--- config.mk ---
export PLATFORM = sky130hd
export DESIGN_NAME = uart_tx_arbiter
export DESIGN_NICKNAME = d
export VERILOG_FILES = /design/src/rtl/uart_tx_arbiter.sv
export SDC_FILE = /design/constraint.sdc
export NUM_CORES = 1
export LEC_CHECK = 0
export ABC_AREA = 1
export BUFFER_PORTS_ARGS = -buffer_cell sky130_fd_sc_hd__buf_2
export CAP_MARGIN = 20
export CORE_ASPECT_RATIO = 1.1
export CORE_MARGIN = 8
export CORE_UTILIZATION = 49
export CTS_CLUSTER_DIAMETER = 200
export DETAILED_ROUTE_END_ITERATION = 7
export GPL_TIMING_DRIVEN = 0
export PLACE_DENSITY = 0.81
export SLEW_MARGIN = 20
export SYNTH_ARGS = -nofsm -noshare
export SYNTH_HDL_FRONTEND = slang
export SYNTH_SLANG_ARGS = --single-unit
--- constraint.sdc ---
create_clock -name clk -period 2.2 [get_ports clk]
set_input_delay 0.44 -clock clk [delete_from_list [all_inputs] [get_ports clk]]
set_output_delay 0.44 -clock clk [all_outputs]
set_load 0.01 [all_outputs]
--- src/rtl/uart_tx_arbiter.sv ---
// Round-robin arbiter that serialises up to four requesters' 1..4-byte packets
// onto a single UART transmitter, MSB byte first, with a tx_busy handshake timeout.
module uart_tx_arbiter #(
    parameter int HI_TIMEOUT = 15
) (
    input  logic         clk,
    input  logic         rst,
    input  logic [3:0]   req,
    input  logic [7:0]   req_len,
    input  logic [127:0] req_data,
    output logic [3:0]   ack,
    output logic         busy,
    output logic [1:0]   active_id,
    output logic         err,
    output logic         tx_start,
    output logic [7:0]   tx_data,
    input  logic         tx_busy
);
    localparam int TW = $clog2(HI_TIMEOUT + 1);

    typedef enum logic [2:0] {IDLE, LOAD, WAIT_HI, WAIT_LO, DONE} state_t;

    state_t        state;
    logic [1:0]    last_grant;
    logic [1:0]    byte_idx;
    logic [1:0]    grant_id;
    logic [31:0]   data_q;
    logic [TW-1:0] hi_cnt;
    logic          found;

    // Search upward from last_grant+1; last_grant itself is checked last.
    always_comb begin
        grant_id = last_grant;
        found    = 1'b0;
        for (int i = 1; i <= 4; i++) begin
            if (!found && req[2'(last_grant + 2'(i))]) begin
                found    = 1'b1;
                grant_id = 2'(last_grant + 2'(i));
            end
        end
    end

    always_ff @(posedge clk or posedge rst) begin
        if (rst) begin
            state      <= IDLE;
            tx_start   <= 1'b0;
            tx_data    <= 8'h00;
            ack        <= 4'b0000;
            busy       <= 1'b0;
            active_id  <= 2'd0;
            err        <= 1'b0;
            last_grant <= 2'd3;
            byte_idx   <= 2'd0;
            data_q     <= 32'd0;
            hi_cnt     <= '0;
        end else begin
            tx_start <= 1'b0;
            ack      <= 4'b0000;
            case (state)
                IDLE: begin
                    if (req != 4'b0000) begin
                        active_id <= grant_id;
                        busy      <= 1'b1;
                        byte_idx  <= req_len[{grant_id, 1'b0} +: 2];
                        data_q    <= req_data[{grant_id, 5'b00000} +: 32];
                        state     <= LOAD;
                    end
                end
                LOAD: begin
                    if (!tx_busy) begin
                        tx_start <= 1'b1;
                        tx_data  <= data_q[{byte_idx, 3'b000} +: 8];
                        hi_cnt   <= '0;
                        state    <= WAIT_HI;
                    end
                end
                WAIT_HI: begin
                    if (tx_busy) begin
                        state <= WAIT_LO;
                    end else if (hi_cnt == TW'(HI_TIMEOUT - 1)) begin
                        // Transmitter never acknowledged: flag it and resend the same byte.
                        err   <= 1'b1;
                        state <= LOAD;
                    end else begin
                        hi_cnt <= hi_cnt + 1'b1;
                    end
                end
                WAIT_LO: begin
                    if (!tx_busy) begin
                        if (byte_idx == 2'd0) begin
                            ack   <= 4'b0001 << active_id;
                            state <= DONE;
                        end else begin
                            byte_idx <= byte_idx - 1'b1;
                            state    <= LOAD;
                        end
                    end
                end
                DONE: begin
                    busy       <= 1'b0;
                    last_grant <= active_id;
                    state      <= IDLE;
                end
                default: state <= IDLE;
            endcase
        end
    end
endmodule

==> reports/qor.csv <==
stage,metric,value,unit
die,Die H,111,um
timing,Worst-Margin Slew,0.720,ns
die,core box area,0.00796,mm2
cts,CTS tree,done,
setup_path,sequence of cells on the critical path,inv_2 -> nand2_1 -> nand2_2 -> nand2_2 -> nand2_2 -> inv_4 -> nand3_4 -> buf_8 -> buf_12 -> nand3b_1 -> nand2_1 -> nand2_1 -> nand3_1 -> a21oi_1,
power_and_ir_drop,Cell Int Power,4.33,mW
die,Starting Density,50.6,%
synthesis,most numerous cell in the Yosys netlist,nand3_1,
die,DIE AREA,0.0114,mm2
power_and_ir_drop,Tot Pwr,8.78,mW
cts,CTS Root Cell,clkbuf_8,
routing,Top Metal Used,met4,
synthesis,top cell type's share of synthesized area,36.1,%
cts,clk buf depth,2,
grt,vias in the first global route,4768,
cts,htree depth,3,
cts,# hold bufs at CTS,0,
routing,via count,4883,
synthesis,register area share after synthesis,37.4,%
power_and_ir_drop,Pleak,2.84,nW
final_layout,multi-input combinational cell area,0.00221,mm2
power_and_ir_drop,Power Dens Cells,1660,mW/mm2
grt,All-Layer GR Usage,24.3,%
placement,hpwl dp,11.2,mm
synthesis,Post-synth top flop,dfrtp_1,
routing,DRT Pass-1 Iters,5,
die,Ports,160,
power_and_ir_drop,sequential power share,22.0,%
grt,pin count of the biggest net entering global routing,61,
final_layout,fillcell total,720,
die,row count,34,
run_status,outcome,finished clean,
setup_path,reg2reg path depth,14,
timing,Final Max Tran Viols,0,
power_and_ir_drop,Logic pwr share,67.2,%
final_layout,Antenna diodes,0,
cts,TritonCTS Buffers,9,
timing,minimum clock period,2.12,ns
power_and_ir_drop,Peak VDD IR,1.27,mV
setup_path,path type of the worst setup path,register to register,
synthesis,"FF+latch count, synth",60,
routing,Wirelength per Cell,15.8,um
final_layout,Finished Core Util,66.6,%
flow_run,max-cap viol count,0,
routing,DRC viols,0,
routing,metal3 WL,1.11,mm
setup_path,required time of the critical path,2.46,ns
synthesis,ys async rst share,100,%
placement,routability congestion estimate,0.934,
final_layout,post-route cell area,0.00530,mm2
cts,"Clk Latency, worst-skew pair",0.34,ns
timing,Final Hold Fails,0,
synthesis,Synth top cells by count,"181 x nand3_1, 172 x nand2_1, 58 x dfrtp_1",
synthesis,Synth Cell Area,0.00402,mm2
power_and_ir_drop,Switching Power,4.46,mW
final_layout,proportion of layout cells with a drive suffix above 1,29.3,%
synthesis,"EDFF count, synth",0,
final_layout,NumNets Final,922,
synthesis,largest cells by area after synthesis,"dfrtp_1 36%, nand3_1 23%, nand2_1 16%, nor2_1 4.2%, o21ai_0 3.2%",
grt,initial antenna violation count,0,
timing,clock skew,0.00893,ns
final_layout,Synth-to-Final Area Change,31.6,%
placement,PortBufs,158,
min_path,worst hold path type,input port to asynchronous set/reset pin,
routing,met2 WL,6.73,mm
power_and_ir_drop,Switching Fraction,50.7,%
synthesis,"Warnings, synthesis",0,
synthesis,post-synthesis cell count,602,
placement,post-placement cell area,0.00495,mm2
synthesis,synth unique cells,27,
synthesis,"area leader, netlist",dfrtp_1,
setup_path,"Max FO, Critical Path",10,
setup_path,"Data arrival, critical path",2.38,ns
final_layout,Register Area,0.00150,mm2
setup_path,Critical Path End Type,register,
timing,Worst slew margin,52.0,%
synthesis,Syn Area/Cell,6.68,um2
grt,wire length of the first global-routing pass,22.1,mm
power_and_ir_drop,Clk network pwr share,10.8,%
die,Die W,102,um
cts,clock sink count,60,
timing,Final Setup Violations,0,
final_layout,number of non-filler instances in the completed layout,889,
routing,DRT iter0 DRCs,462,
routing,met1 WL,5.78,mm
timing,TNS Setup,0,ns
grt,grt ovf,0,
setup_path,slowest CP cell,dfstp_2,
routing,antenna-violating nets left,0,
setup_path,Setup crit start kind,register,
setup_path,CP max stage delay,0.55,ns
routing,Via-to-Cell Ratio,5.49,
timing,Final Cycle Share,96.2,%
placement,placed cell count,868,
routing,drt total wl,14.0,mm
synthesis,Syn Nets,748,
timing,fmax,0.472,GHz
cts,Worst-path clk slew,0.06,ns
[layer usage]
layer / vias to the layer above / track usage, %
li1: 2354 / -
met2: 253 / 38.6
met1: 2238 / 30.3
met3: 38 / 6.22
met4: 0 / 9.51
met5: - / 0
[final cells by class]
cell class                      instances  area share (%)
Sequential cell                        60            28.4
Buffer                                 41            5.43
Clock buffer                           14            2.88
Inverter                               30            2.36
Tap cell                              108            2.55
Multi-Input combinational cell        471            41.8
Timing Repair Buffer                  163            15.9
Clock inverter                          2           0.662
[power by group through the flow]
stage | logic, mW | clock network, mW | registers, mW
final | 5.90 | 0.953 | 1.93
after global routing | 6.53 | 1.01 | 1.99
after CTS | 5.43 | 0.959 | 1.92
after detailed placement | 5.41 | 0 | 1.93
after global placement | 5.26 | 0 | 1.91
after floorplan | 3.97 | 0 | 1.89
[worst max-delay path: cells and delay by family, from the launching register on]
family	cells	cell delay, ns
compound gates	1	0.16
buf+inv	4	0.49
flops	1	0.55
simple gates	9	0.85
[worst paths after layout]
| check | startpoint | to | slack, ns |
|---|---|---|---|
| setup / recovery | last_grant[0] | byte_idx[1] | 0.08 |
| hold / removal | rst | tx_start | 0.23 |
| setup reg to reg | last_grant[0] | byte_idx[1] | 0.08 |
| hold reg to reg | err | err | 0.48 |
| max in group asynchronous | rst | data_q[10] | 1.50 |
| min in group clk | req_data[108] | data_q[12] | 0.44 |
[cell families after synthesis]
family                     Yosys count  share of synthesized area [%]
buffers and inverters               71                           8.64
adders and majority gates            3                          0.933
xor gates and xnor gates             2                          0.435
DFF                                 60                           37.4
and+or+nand+nor                    419                           46.1
AOI/OAI and AO/OA                   47                           6.50
[cell usage in the layout, fill, tap and decap left out, types with 5 or more instances in the layout]
cell,Yosys,layout
a31oi_1,8,8
buf_2,17,168
buf_4,6,9
buf_6,5,7
clkbuf_1,12,12
clkbuf_8,0,10
dfrtp_1,58,58
inv_1,26,25
nand2_1,172,169
nand2_2,9,8
nand3_1,181,180
nor2_1,45,44
o211ai_1,5,5
o21ai_0,26,26
[per-stage QoR]
step / hold slack (ns) / worst slack, ns
2_1_floorplan: 0.444 / 0.279
3_3_place_gp: 0.455 / -0.354
3_5_place_dp: 0.461 / 0.0294
4_1_cts: 0.254 / 0.00803
5_1_grt: 0.297 / -0.0237
6_report: 0.226 / 0.0831
[what timing repair did]
item,CTS,global route
setup endpoints to repair,0,33
resized for setup,0,41
buffers inserted,0,5
[sequential cells by signal, indices dropped and copies added (netlist names)]
| signal | cells |
|---|---|
| state | 3 |
| byte_idx | 2 |
| err | 1 |
| hi_cnt | 4 |
| ack | 4 |
| busy | 1 |
| data_q | 32 |
| active_id | 2 |
| tx_data | 8 |
| last_grant | 2 |
| tx_start | 1 |
(Power assumes the default switching activity.)
